===== config.mk =====
export PLATFORM = sky130hd
export DESIGN_NAME = ring_inject_ctrl
export DESIGN_NICKNAME = d
export VERILOG_FILES = /design/src/rtl/noc_pkg.sv /design/src/rtl/rr_arbiter.sv /design/src/rtl/ring_inject_ctrl.sv
export SDC_FILE = /design/constraint.sdc
export NUM_CORES = 1
export LEC_CHECK = 0
export BUFFER_PORTS_ARGS = -buffer_cell sky130_fd_sc_hd__buf_2
export CORE_MARGIN = 2
export CORE_UTILIZATION = 35
export CTS_BUF_LIST = sky130_fd_sc_hd__clkbuf_8
export DETAILED_ROUTE_END_ITERATION = 7
export GPL_TIMING_DRIVEN = 0
export PLACE_DENSITY = 0.62
export SYNTH_ARGS = -nofsm -noshare
export SYNTH_HDL_FRONTEND = slang
export SYNTH_SLANG_ARGS = --single-unit

===== constraint.sdc =====
create_clock -name clk -period 6.24 [get_ports clk]
set_clock_uncertainty 0.05 [all_clocks]
set_input_delay 0.312 -clock clk [delete_from_list [all_inputs] [get_ports clk]]
set_output_delay 0.312 -clock clk [all_outputs]
set_load 0.02 [all_outputs]

===== src/rtl/noc_pkg.sv =====
`default_nettype none
// +----------------------------------------------------------------------+
// | noc_pkg                                                              |
// | Shared NoC types: flit, ring injection FSM states, default sizing.   |
// | Revision: 1.0                                                        |
// +----------------------------------------------------------------------+
package noc_pkg;

  localparam int c_FLIT_W               = 16;
  localparam int c_N_REQ_DEFAULT        = 4;
  localparam int c_STARVE_LIMIT_DEFAULT = 8;

  typedef logic [c_FLIT_W-1:0] flit_t;

  typedef enum logic [0:0] {
    PASS = 1'b0,
    HOLD = 1'b1
  } inj_state_e;

endpackage
`default_nettype wire


===== src/rtl/rr_arbiter.sv =====
`default_nettype none
// +----------------------------------------------------------------------+
// | rr_arbiter                                                           |
// | Combinational round-robin pick: first request at or after ptr.      |
// | Revision: 1.0                                                        |
// +----------------------------------------------------------------------+
module rr_arbiter #(
  parameter int N     = 4,
  parameter int PTR_W = $clog2(N)
) (
  input  logic [N-1:0]     req,
  input  logic [PTR_W-1:0] ptr,
  output logic [N-1:0]     grant,
  output logic [PTR_W-1:0] grant_idx,
  output logic             any_grant
);

  always_comb begin
    int               w_idx;
    logic [PTR_W-1:0] w_sel;
    grant     = '0;
    grant_idx = '0;
    any_grant = 1'b0;
    w_idx     = 0;
    w_sel     = '0;
    for (int i = 0; i < N; i++) begin
      w_idx = int'(ptr) + i;
      if (w_idx >= N) w_idx = w_idx - N;
      w_sel = PTR_W'(w_idx);
      if (!any_grant && req[w_sel]) begin
        any_grant    = 1'b1;
        grant[w_sel] = 1'b1;
        grant_idx    = w_sel;
      end
    end
  end

endmodule
`default_nettype wire


===== src/rtl/ring_inject_ctrl.sv =====
`default_nettype none
// +----------------------------------------------------------------------+
// | ring_inject_ctrl                                                     |
// | Shares a ring injection slot between through-traffic and N_REQ      |
// | local requesters, with a starvation-driven upstream hold.           |
// | Revision: 1.0                                                        |
// +----------------------------------------------------------------------+
module ring_inject_ctrl
  import noc_pkg::*;
#(
  parameter int N_REQ        = c_N_REQ_DEFAULT,
  parameter int STARVE_LIMIT = c_STARVE_LIMIT_DEFAULT
) (
  input  logic             clk,
  input  logic             rst,
  input  logic [N_REQ-1:0] req_valid,
  input  flit_t            req_flit [N_REQ],
  output logic [N_REQ-1:0] req_ready,
  input  flit_t            ring_in_flit,
  input  logic             ring_in_enable,
  output logic             ring_hold,
  output flit_t            out_flit,
  output logic             out_enable,
  output logic             proto_err
);

  localparam int                 c_PTR_W    = $clog2(N_REQ);
  localparam int                 c_CNT_W    = $clog2(STARVE_LIMIT + 1);
  localparam logic [c_CNT_W-1:0] c_CNT_SAT  = c_CNT_W'(STARVE_LIMIT);
  localparam logic [c_CNT_W-1:0] c_CNT_TRIP = c_CNT_W'(STARVE_LIMIT - 1);
  localparam logic [c_PTR_W-1:0] c_PTR_LAST = c_PTR_W'(N_REQ - 1);

  inj_state_e         r_state;
  inj_state_e         w_state_next;
  logic [c_PTR_W-1:0] r_rr_ptr;
  logic [c_CNT_W-1:0] r_starve_cnt;
  logic [N_REQ-1:0]   w_arb_req;
  logic [N_REQ-1:0]   w_grant;
  logic [c_PTR_W-1:0] w_grant_idx;
  logic               w_any_grant;
  logic               w_any_valid;
  logic               w_denied;
  logic               w_hold_next;

  assign w_any_valid = |req_valid;
  assign w_denied    = ring_in_enable && w_any_valid;

  // Through-traffic and reset both mask the arbiter, so a grant implies an empty slot
  assign w_arb_req = (rst || ring_in_enable) ? '0 : req_valid;

  rr_arbiter #(
    .N     (N_REQ),
    .PTR_W (c_PTR_W)
  ) u_arb (
    .req       (w_arb_req),
    .ptr       (r_rr_ptr),
    .grant     (w_grant),
    .grant_idx (w_grant_idx),
    .any_grant (w_any_grant)
  );

  assign req_ready = w_grant;

  always_ff @(posedge clk) begin
    if (rst) r_state <= PASS;
    else     r_state <= w_state_next;
  end

  // A violated hold (ring still enabled) leaves the requester starved, so hold again
  always_comb begin
    w_state_next = r_state;
    case (r_state)
      PASS:    if (w_denied && (r_starve_cnt == c_CNT_TRIP)) w_state_next = HOLD;
      HOLD:    w_state_next = w_denied ? HOLD : PASS;
      default: w_state_next = PASS;
    endcase
  end

  always_comb begin
    w_hold_next = (w_state_next == HOLD);
  end

  always_ff @(posedge clk) begin
    if (rst) begin
      ring_hold    <= 1'b0;
      proto_err    <= 1'b0;
      r_starve_cnt <= '0;
      r_rr_ptr     <= '0;
      out_enable   <= 1'b0;
      out_flit     <= '0;
    end else begin
      ring_hold <= w_hold_next;
      if ((r_state == HOLD) && ring_in_enable) proto_err <= 1'b1;

      if (w_any_grant || !w_any_valid)  r_starve_cnt <= '0;
      else if (r_starve_cnt != c_CNT_SAT) r_starve_cnt <= r_starve_cnt + 1'b1;

      if (w_any_grant) r_rr_ptr <= (w_grant_idx == c_PTR_LAST) ? '0 : w_grant_idx + 1'b1;

      if (ring_in_enable) begin
        out_enable <= 1'b1;
        out_flit   <= ring_in_flit;
      end else if (w_any_grant) begin
        out_enable <= 1'b1;
        out_flit   <= req_flit[w_grant_idx];
      end else begin
        out_enable <= 1'b0;
      end
    end
  end

endmodule
`default_nettype wire


# ---- After elaboration in Yosys (flattened, before gate mapping)
# Index checks and enable logic that the tools add are counted.
dict set report totals {
  regBits 25
  inputBits 87
  elab_cells 99
}
dict set report classes {
  muxes 44
  n_eq_ne 3
  magnitude_cmp 13
  addsub 9
  n_reduce_logical 19
  bitwise_logic 5
}
# op n
set op_table {}
lappend op_table {{$mux W16} 4}
lappend op_table {{$bmux W16 S2} 1}
lappend op_table {{$mux W4} 5}
lappend op_table {{$mux W2} 9}
lappend op_table {{$mux W1} 16}
lappend op_table {{$ge A3 B3 Y1 const B} 4}
lappend op_table {{$lt A2 B3 Y1 const B} 4}
lappend op_table {{$or A4 B4 Y4} 3}
lappend op_table {{$logic_and A1 B1 Y1} 10}
lappend op_table {{$bmux W1 S2} 4}
lappend op_table {{$demux W1 S2} 4}
lappend op_table {{$ge A2 B1 Y1 const B} 4}
lappend op_table {{$sub A2 B1 Y2 const B} 4}
lappend op_table {{$add A2 B2 Y3 const B} 2}
lappend op_table {{$add A4 B1 Y4 const B} 1}
lappend op_table {{$eq A4 B3 Y1 const B} 1}
lappend op_table {{$logic_not A1 Y1} 4}
lappend op_table {{$ne A4 B4 Y1 const B} 1}
lappend op_table {{$reduce_or A4 Y1} 1}
lappend op_table {{$add A2 B1 Y3 const B} 1}
lappend op_table {{$ge A2 B3 Y1 const B} 1}
lappend op_table {{$not A2 Y3} 1}
lappend op_table {{$add A2 B1 Y2 const B} 1}
lappend op_table {{$eq A2 B2 Y1 const B} 1}
lappend op_table {{other kinds (5)} 6}

# ---- Longest topological paths before layout
dict set report depth {
  depth_word 20
  ltp_mapped 12
}

# ---- By module
# A second synthesis with hierarchy kept.
dict set report hier_totals {
  hier_cells 233
  hier_area_um2 2067.0
}
# module cells_per_inst instances area_each_um2
set by_module_without_submodules {}
lappend by_module_without_submodules {ring_inject_ctrl 188 1 1645.3}
lappend by_module_without_submodules {rr_arbiter 45 1 421.7}

# ---- Worst setup path before layout
# No wires, ideal clock.
dict set report synth_path {
  kind {reg-to-reg}
  from {reg r_rr_ptr[0]}
  to {reg r_rr_ptr[1]}
  arrival_ns 2.664
  setup_slack_ns 3.406
  stages_incl_launch_ff 13
  period_less_slack_ns 2.834
  path_cell_list {dfxtp_1 buf_4 inv_1 ha_1 buf_2 or3_1 o22ai_2 a21o_4 buf_2 buf_4 o21ai_1 xnor2_1 a21oi_1}
}
dict set report synth_via {
  elab_chain_len 16
  elab_cells_between_ends 40
}
# item line_no
set synth_lines {}
lappend synth_lines {{from (decl)} ring_inject_ctrl.sv:35} ;# logic [c_PTR_W-1:0] r_rr_ptr;
lappend synth_lines {{from (signal assigned)} ring_inject_ctrl.sv:98} ;# if (w_any_grant) r_rr_ptr <= (w_grant_idx == c_PTR_LAST) ? '0 : w_grant_idx + 1'b1;
lappend synth_lines {{parallel branches: the longest is 16 deep, another holds $add A2 B1 Y3} -}
# Parallel ways; which one is timed is not known. The select of a mux whose other input is x is not followed.
# A chain may end at the register's enable or synchronous reset.

# ---- Final worst setup path
dict set report layout_path {
  from {reg r_rr_ptr[0]}
  to {out req_ready[0]}
}
dict set report layout_via {
  elab_chain_len 14
  elab_cells_between_ends 59
}
# item line_no
set layout_lines {}
lappend layout_lines {{parallel branches: the longest is 13 deep, another holds $add A2 B1 Y3} -}
lappend layout_lines {{$mux W4 (*)} rr_arbiter.sv:30} ;# if (!any_grant && req[w_sel]) begin
lappend layout_lines {{to (decl)} ring_inject_ctrl.sv:18} ;# output logic [N_REQ-1:0] req_ready,
# Mark *: on every way between the ends. The select of a mux whose other input is x is not followed.

==> impl_results.md <==
* Maxcap violations at 0
* Final Cell Area at 2882 um^2
* Crit share post-route at between 50 and 60%
* Initial Util at between 30% and 40%
* Syn-to-layout area delta at 29.75%
* Worst setup EP type: primary output
* I/O pin count at 110
* Worst reg-to-reg setup slack at around 2.8 ns
* Core area at ~6200 um^2
* DRT Wirelength at 7186 um
* Worst path cell trace: buf_4 -> inv_1 -> ha_1 -> buf_2 -> nor3_1 -> a22oi_2 -> a211oi_1 -> a22oi_1 -> nor2_1 -> a221o_1 -> buf_2
* Die footprint at 6998 um^2
* Synth Warn # at 0
* Mapped Area at about 2200 um^2
* Cell mode on critical path: buf_2
* Fillers at about 700
* Via density at 5.456
* Worst Max-Slew Pin Slew at just under 0.6 ns
* Hold Violations, Final at 0
* Area after DPL at ~2800 um^2
* Clock tree buffer depth at 2
* H-tree depth at 1
* Share of post-route cells with drive strength above 1 at between 30% and 40%
* Crit-path max FO at 10
* Synth Area per Inst at ~7.9 um^2
* Outcome: completed
* Drt wl/cell at around 15 um
* DRC at 0
* Worst reg2reg endpoint: out_flit[7]
* Initial antenna violation count at 0
* WS Path Type: flip-flop to primary output
* Worst Hold Depth at 3
* Final HPWL DP at approximately 5800 um
* R2R Path Start: r_rr_ptr[0]
* Critical Path RT at about 6 ns
* Final setup viols at 0
* CTS Root Cell: clkbuf_8
* Most common cell after layout, fill and taps aside: buf_2
* Setup Fix Bufs, Post-CTS at 0
* Hold Crit Class: input port to flip-flop
* Prevailing post-synth register cell: dfxtp_1
* Mapped Cells at 281
* Arrival @ worst endpoint at roughly 3.1 ns
* Hold_sp: req_flit[1]
* Worst-Skew Late Latency at between 0.2 and 0.3 ns
* Netlist cell types at 47
* Ys async rst share at 0%
* Sequential area share after synthesis at about 23%
* DRT Pass-1 Iters at 4
* Multi-input combinational cell area at roughly 1500 um^2
* Hold Slack at ~0.32 ns
* CTS tree: yes
* Antenna Nets Post-Route at 0
* Most frequent cells in the layout: buf_2, nor2_1, dfxtp_1
* Static Leak at 1.294 nW
* Antenna cells at 0
* Setup TNS Final at 0 ns
* Hold Path Sink: out_flit[1]
* Max Freq at 288.5 MHz
* CP max stage delay at 0.55 ns
* Drt initial violations at 69
* VDD IR max at roughly 0.077 mV
* Clock sinks at 25
* Core Util, Final at approximately 46%
* Post-layout min period at between 3 and 4 ns
* TritonCTS buffer count at 3
* GPL Wtd Cong at approximately 0.8
* GRT Total Usage at 19.81%
* Die extent in x at 83.66 um
* Yosys reg bits at 25
* # hold bufs at CTS at 0
* Fin. max-slew vios at 0
* Largest net degree at the start of global routing at 16
* Post-CTS resize count at 0
* Clock-pin slew on the worst setup and hold paths at about 0.1 ns
* Via count at about 2500
* Slowest CP cell: dfxtp_1
* Register area at 500.5 um^2
* Worst R2R Path Depth at 12
* First-pass GRT wire length at 11440 um
* RSZ-0062 raised after global routing: false
* Power per cell area at 156.0 nW/um^2
* Syn nets at 378
* Max-slew headroom at roughly 61%
* Grt total ovfl at 0
* Nets at approximately 500
* IO buf count at roughly 100
* Vias in the first global route at 2355
* Row count at 29
* EDFF count, synth at 0
* Die H at 83.66 um
* Setup crit start kind: flip-flop
==> power by group <==
part           total [mW]  internal [mW]  switching, mW
sequential          0.180          0.171        0.00838
combinational       0.166         0.0718         0.0938
clock               0.104         0.0454         0.0588
==> critical path: cells and delay by family, from the launching register on <==
family                   cells  cell delay [ns]
buffers and inverters        4             0.72
AND/OR/NAND/NOR              2             0.35
adder cells (fa/ha/maj)      1             0.34
flip-flops                   1             0.55
AO/OA/AOI/OAI                4             0.85
==> flip-flops by register name (all words and copies together), names as in the netlist <==
name and cells:
ring_hold 1, r_rr_ptr 2, r_starve_cnt 4, proto_err 1, out_enable 1, out_flit 16
==> synthesized netlist by cell type (2+ instances only) <==
cell	n	area share, %
buf_2	13	2.9
buf_6	4	2.0
ha_1	10	5.6
nor2_1	32	5.4
a21oi_1	6	1.4
a21boi_0	13	4.4
mux2_2	2	1.0
o21ai_1	14	3.2
a211oi_1	3	1.0
a21boi_1	4	1.4
and3_1	17	4.8
dfxtp_1	25	23
and4_1	16	6.3
a221o_1	4	1.8
inv_1	7	1.2
a311oi_1	16	6.3
a22oi_1	4	1.4
nand2_1	9	1.5
mux2i_1	5	2.3
o21ai_0	21	4.7
buf_4	5	1.7
xnor2_1	3	1.2
nand3_1	3	0.68
clkbuf_1	6	1.0
a31oi_1	17	4.8
==> area by class of cell <==
class                      instances  area share [%]
buffer                            29           6.036
clock buffer                       3           1.433
clock inverter                     1          0.2605
inverter                           7          0.9119
multi-input combinational        220           52.76
sequential                        25           17.37
tap                               77           3.343
timing repair buffer             103           17.89
==> logic make-up (layout without fill, tap and decap cells) <==
kind of cell               after synthesis  in the layout  share of synthesized area (%)
AOI/OAI and AO/OA                      112            112                          35.77
xor gates and xnor gates                 3              3                          1.183
adders and majority gates               10             10                          5.634
buffers and inverters                   36            143                          9.014
DFF                                     25             25                          22.54
muxes                                    7              7                          3.268
and+or+nand+nor                         88             88                          22.59
==> through the flow <==
step	setup WS, ns	cells	power [mW]
final	2.774	465	0.4497
after floorplan	3.406	281	0.2883
after CTS	2.787	465	0.4503
after global placement	2.887	461	0.3470
after global routing	2.532	465	0.4760
after detailed placement	2.844	461	0.3487
==> worst max path at each step <==
stage | from | end | slack (ns) | depth (start not counted)
final | r_rr_ptr[0] | req_ready[0] | 2.77 | 11
after global routing | r_rr_ptr[0] | req_ready[1] | 2.53 | 11
after CTS | r_rr_ptr[0] | req_ready[1] | 2.79 | 11
after detailed placement | r_rr_ptr[0] | out_flit[7] | 2.84 | 12
after global placement | r_rr_ptr[0] | out_flit[7] | 2.89 | 12
after floorplan | r_rr_ptr[0] | r_rr_ptr[1] | 3.41 | 12
==> layer usage <==
| metal | GRT usage, % | vias to the layer above | part of all wire (%) |
|---|---|---|---|
| li1 | - | 1284 | - |
| met1 | 26.24 | 1159 | 47 |
| met2 | 34.04 | 83 | 47 |
| met3 | 2.572 | 11 | 4.7 |
| met4 | 4.985 | 0 | 1.7 |
| met5 | 0 | - | 0 |
No activity file was read; power rests on OpenSTA's default activity.
